File: src/rtl/sma_engine.sv
// sma_engine: short and long simple moving averages over an 8-bit sample stream.
// Optional build macro SMA_ROUND_EN selects round-half-up averages instead of truncation.
module sma_engine #(
    parameter int SHORT_LEN = 4,
    parameter int LONG_LEN  = 16
) (
    input  logic       clk,
    input  logic       rst,
    input  logic [7:0] data_in,
    input  logic       data_valid,
    input  logic       flush,
    output logic [7:0] current_data,
    output logic [7:0] short_sma,
    output logic [7:0] long_sma,
    output logic       sma_strobe,
    output logic       sma_valid
);

    localparam int SK = $clog2(SHORT_LEN);
    localparam int LK = $clog2(LONG_LEN);
    localparam int SW = 8 + SK;
    localparam int LW = 8 + LK;
    localparam logic [LK-1:0] SHORT_OFS = LK'(SHORT_LEN);
    localparam logic [LK:0]   FULL      = (LK+1)'(LONG_LEN);

    // Handshake: data_in is taken on every rising edge with data_valid high and
    // flush low; there is no ready. Each taken sample yields exactly one
    // sma_strobe cycle one edge later, and outputs hold between strobes.

    logic [7:0]    hist [LONG_LEN];
    logic [LK-1:0] wr_ptr;
    logic [LK:0]   fill_cnt;
    logic [SW-1:0] short_sum;
    logic [LW-1:0] long_sum;

    logic [7:0]    old_long;
    logic [7:0]    old_short;
    logic [SW-1:0] short_next;
    logic [LW-1:0] long_next;
    logic [LK:0]   fill_next;
    logic [7:0]    short_avg;
    logic [7:0]    long_avg;

    // Evicted terms are already inside their sums, so the modular subtract is exact.
    always_comb begin
        old_long   = hist[wr_ptr];
        old_short  = hist[wr_ptr - SHORT_OFS];
        long_next  = long_sum + LW'(data_in) - LW'(old_long);
        short_next = short_sum + SW'(data_in) - SW'(old_short);
        fill_next  = (fill_cnt == FULL) ? fill_cnt : fill_cnt + (LK+1)'(1);
    end

`ifdef SMA_ROUND_EN
    localparam logic [SW:0] S_HALF = (SW+1)'(1) << (SK - 1);
    localparam logic [LW:0] L_HALF = (LW+1)'(1) << (LK - 1);
    // One extra bit keeps a full-scale sum plus the half step from wrapping.
    assign short_avg = 8'(({1'b0, short_next} + S_HALF) >> SK);
    assign long_avg  = 8'(({1'b0, long_next} + L_HALF) >> LK);
`else
    assign short_avg = 8'(short_next >> SK);
    assign long_avg  = 8'(long_next >> LK);
`endif

    always_ff @(posedge clk or negedge rst) begin
        if (!rst) begin
            for (int i = 0; i < LONG_LEN; i++) hist[i] <= '0;
            wr_ptr       <= '0;
            fill_cnt     <= '0;
            short_sum    <= '0;
            long_sum     <= '0;
            current_data <= '0;
            short_sma    <= '0;
            long_sma     <= '0;
            sma_strobe   <= 1'b0;
            sma_valid    <= 1'b0;
        end else if (flush) begin
            // Flush beats a coincident sample, which is dropped.
            for (int i = 0; i < LONG_LEN; i++) hist[i] <= '0;
            wr_ptr       <= '0;
            fill_cnt     <= '0;
            short_sum    <= '0;
            long_sum     <= '0;
            current_data <= '0;
            short_sma    <= '0;
            long_sma     <= '0;
            sma_strobe   <= 1'b0;
            sma_valid    <= 1'b0;
        end else if (data_valid) begin
            hist[wr_ptr] <= data_in;
            wr_ptr       <= wr_ptr + LK'(1);
            fill_cnt     <= fill_next;
            short_sum    <= short_next;
            long_sum     <= long_next;
            current_data <= data_in;
            short_sma    <= short_avg;
            long_sma     <= long_avg;
            sma_strobe   <= 1'b1;
            sma_valid    <= (fill_next == FULL);
        end else begin
            sma_strobe   <= 1'b0;
        end
    end

endmodule
File: config.mk
export PLATFORM = sky130hd
export DESIGN_NAME = sma_engine
export DESIGN_NICKNAME = d
export VERILOG_FILES = /design/src/rtl/sma_engine.sv
export SDC_FILE = /design/constraint.sdc
export NUM_CORES = 1
export LEC_CHECK = 0
export BUFFER_PORTS_ARGS = -buffer_cell sky130_fd_sc_hd__buf_2
export CAP_MARGIN = 10
export CORE_MARGIN = 3
export CORE_UTILIZATION = 60
export CTS_CLUSTER_SIZE = 25
export DETAILED_ROUTE_END_ITERATION = 12
export PLACE_DENSITY = 0.78
export REMOVE_ABC_BUFFERS = 1
export SLEW_MARGIN = 20
export SYNTH_ARGS = -nofsm -noshare
export SYNTH_HDL_FRONTEND = slang
export SYNTH_SLANG_ARGS = --single-unit
File: constraint.sdc
create_clock -name clk -period 11.3 [get_ports clk]
set_clock_uncertainty 0.1 [all_clocks]
set_input_delay 2.26 -clock clk [delete_from_list [all_inputs] [get_ports clk]]
set_output_delay 2.26 -clock clk [all_outputs]
set_load 0.01 [all_outputs]
# Word-level counts from Yosys, hierarchy flattened
# Index checks and enable logic that the tools add are counted.
# W data, S select, Z words.
# classes
n_addsub	7
mul	0
div_mod_pow	0
magnitude_cmp	3
n_eq_ne	2
shift	0
n_mux	30
bitwise_logic	2
reduce_logical	2
# ops
op	count
$mux W128	2
$bwmux W128	1
$mux W8	11
$bmux W8 S4	2
$demux W8 S4	1
$mux W12	2
$mux W10	2
$mux W5	3
$add A12 B8 Y12	1
$sub A12 B8 Y12	1
$add A10 B8 Y10	1
$eq A5 B5 Y1 const B	2
$ge A5 B5 Y1 const B	2
$not A4 Y5	2
$sub A10 B8 Y10	1
$mux W4	2
$add A5 B1 Y5 const B	1
$lt A5 B1 Y1 const B	1
$add A4 B1 Y4 const B	1
$mux W1	4
$sub A4 B3 Y4 const B	1
$reduce_bool A2 Y1	1
$logic_and A1 B1 Y1	1
# word_totals
ff_bits	185
latchBits	0
ram_bits	0
rom_bits	0
inputBits	12
out_inout_bits	26
wordCells	71
memories	0

# Depth between registers and ports, before layout
# depth
depth_word	8
mapped_depth	14
ltp_nobuf	12

# Worst setup path before layout
# No wires, ideal clock.
# synth_timing
path_kind	input-to-reg
from	input data_in[1]
to	register long_sma[7]
arrival_ps	4833
t_required_ps	11072
slack_ps	6239
cell_stages	10
cell_sequence	clkinv_1 > clkbuf_1 > fa_1 > inv_1 > ha_1 > a211oi_2 > nor4_1 > or2_1 > o311ai_1 > mux2_1
# synth_between
elab_chain_len	4
# synth_lines
element	line	source
start, declared	9	input logic [7:0] data_in,
$add A12 B8 Y12	48	long_next = long_sum + LW'(data_in) - LW'(old_long);
$sub A12 B8 Y12	48	
$mux W8	88	end else if (data_valid) begin
$mux W8	76	end else if (flush) begin
end signal, assigned	96	long_sma <= long_avg;
end, declared	14	output logic [7:0] long_sma,
# No other way between the ends. The select of a mux whose other input is x is not followed.
# A chain may end at the register's enable or synchronous reset.

# Worst setup path after layout
# layout_timing
from	input data_in[1]
to	register short_sma[7]
# layout_between
elab_chain_len	4
# layout_lines
element	line	source
$add A10 B8 Y10	49	short_next = short_sum + SW'(data_in) - SW'(old_short);
$sub A10 B8 Y10	49	
$mux W8	88	
$mux W8	76	
end signal, assigned	95	short_sma <= short_avg;
end, declared	13	output logic [7:0] short_sma,
# No other way between the ends. The select of a mux whose other input is x is not followed.

==> out/qor.yml <==
cts_tree: "built"
diodes: 0
ys_seq_elements: 169
hp-start: "hist[76]"
first_global_vias: 7248
drtAntennaViolNets: 0
setup_tns_ns: 0
rsz0062_at_grt: "false"
rows: 45
final_cell_mix: "nor2_1 (277), dfrtp_1 (168), a21oi_1 (126)"
endpoint_kind: "register"
multiInputGateArea_um2: 4760
vias: 7249
r2r_start: "wr_ptr[0]"
p_per_area_nw_per_um2: 168
post-cts-setup-buffer-count: 0
clock-sinks: 169
drc_errors: 0
die-height_um: 133
tightest_slew_ns: 0.937
status: "finished clean"
use_met2: 0.434
ff2ff_path_depth: 11
overflow: 0
crit_buf_inv: 3
dominantRegCellSynth: "dfrtp_1"
total_power_mw: 1.73
fillCellCount: 1231
ys_seq_area_frac: 0.437
clk_path_buf_depth: 2
cp-startpoint: "data_in[1]"
cp_top_family: "adder cells"
ir_drop_mv: 0.118
cts_hold_buffers: 0
post_cts_resized: 0
avgSynthCellArea_um2: 9.70
finalHoldViolations: 0
fin_hold_ws_ns: 0.409
grt_first_pass_wirelength_mm: 37.5
clock_latency_ns: 0.44
port_buffers: 37
dieWidth_um: 133
path_cells: "buf_2 -> clkinv_1 -> fa_1 -> inv_1 -> ha_1 -> a211oi_1 -> o21ai_1 -> a221oi_2 -> mux2i_1 -> mux2_1"
netlist_instances: 997
clk_pin_slew_ns: 0.06
antenna_found_initial: 0
stdcell_area_um2: 10300
fin_util: 0.665
relSlewSlack: 0.375
slowest_delay_ns: 0.76
setup-violations-final: 0
min_to: "hist[76]"
timing.max_cap.violations: 0
synth_edf_count: 0
hold_path_depth: 2
finalCriticalPeriod_ns: 5.28
wirelength_mm: 22.5
vias_per_cell: 6.02
fin_nets: 1042
hold_path.class: "register to register"
placed_area_um2: 9770
drt_iter0_drc: 686
drive_gt1_frac: 0.125
crit_slowest_cell: "fa_1"
start_kind: "primary input"
worstPathArrival_ns: 5.49
io_pins: 38
fin_crit_sh: 0.467
grt_max_degree: 105
firstDrtPassIters: 5
core_um2: 15500
critPathKind: "primary input to register"
grt_use_total: 0.270
leakagePower_nw: 4.92
cp_data_required_time_ns: 11.51
wl_per_cell_um: 18.7
met1_usage: 0.364
synth.distinct_cells: 52
start_util: 0.624
grt_most_used_layer: "met2"
cts-root-buf: "clkbuf_16"
use_met3: 0.0510
ys_async_sr_fraction: 1.00
gp_congestion: 0.828
crit_fanout: 18
numCtsBuffers: 17
max_freq_mhz: 189
r2r_end: "long_sma[7]"
dp_hpwl_mm: 14.4
final_common_cell: "nor2_1"
seq_area_um2: 4230
r2r_setup_slack_ns: 6.41
cts.htree.levels: 4
final-max-slew-violation-count: 0
die-area_um2: 17700
area_growth_pct: 6.56
netlist_area_um2: 9670
ys_warn_count: 0
-- final cells by class --
type | instances | area share
clock buffers | 21 | 0.0447
clock inverters | 10 | 0.00692
inverters | 69 | 0.0251
multi-input cells | 680 | 0.462
flip-flops and latches | 169 | 0.411
well taps | 211 | 0.0256
repair buffers | 45 | 0.0247
-- sequential cells by signal, summed over array words and instances, names as in the netlist --
| name | count |
|---|---|
| hist | 128 |
| current_data | 8 |
| long_sma | 8 |
| short_sma | 8 |
| fill_cnt | 5 |
| long_sum | 4 |
| wr_ptr | 4 |
| short_sum | 2 |
| sma_strobe | 1 |
| sma_valid | 1 |
-- power breakdown --
group / total [mW] / switching [mW] / internal [mW]
Clock: 0.534 / 0.242 / 0.292
Sequential: 0.673 / 0.0330 / 0.640
Combinational: 0.520 / 0.308 / 0.212
-- kinds of logic (layout without fill, tap and decap cells) --
group | Yosys count | count (layout) | share of synthesized area
compound gates | 184 | 184 | 0.109
xor+xnor | 15 | 15 | 0.0136
fa+ha+maj | 48 | 48 | 0.0746
buf+inv | 148 | 145 | 0.0699
flops | 169 | 169 | 0.437
mux | 82 | 82 | 0.149
simple gates | 351 | 351 | 0.147
-- worst reg2reg max path, stage by stage, from the launching register on --
cell and delay [ns]:
dfrtp_2 0.63, buf_4 0.52, mux4_1 0.68, mux4_2 0.52
fa_1 0.56, inv_1 0.06, ha_1 0.32, a211oi_2 0.33
nor4_1 0.14, or2_1 0.24, o311ai_1 0.33, mux2_1 0.35
-- Yosys cell counts, types with 16 or more instances --
master    instances  area (µm²)
ha_1             32         400
a21oi_1         126         631
nor2_1          277        1040
fa_1             16         320
dfrtp_1         169        4230
mux2i_1          32         320
clkbuf_1         48         180
inv_1            60         225
nand3_1          22         110
nand2_1          27         101
buf_4            16         120
mux4_2           44         991
-- worst max path at each step --
| stage | end | slack (ns) | cells past startpoint |
|---|---|---|---|
| after detailed placement | long_sma[7] | 5.59 | 10 |
| after global placement | short_sma[7] | 5.67 | 10 |
| after global routing | short_sma[7] | 5.76 | 10 |
| after floorplan | long_sma[7] | 6.25 | 9 |
| after CTS | short_sma[7] | 6.03 | 10 |
| final | short_sma[7] | 6.02 | 10 |
-- routing by layer --
layer  routed length [µm]  part of all wire
met1                 9610              0.43
met5                    0                 0
met2                10600              0.47
met3                 1520             0.068
met4                  718             0.032
-- per-stage QoR --
stage          setup WS, ns  instances
2_1_floorplan          6.25        918
3_3_place_gp           5.67       1174
3_5_place_dp           5.59       1174
4_1_cts                6.03       1205
5_1_grt                5.76       1205
6_report               6.02       1205
Note: power is estimated with default switching activity, not from simulation.
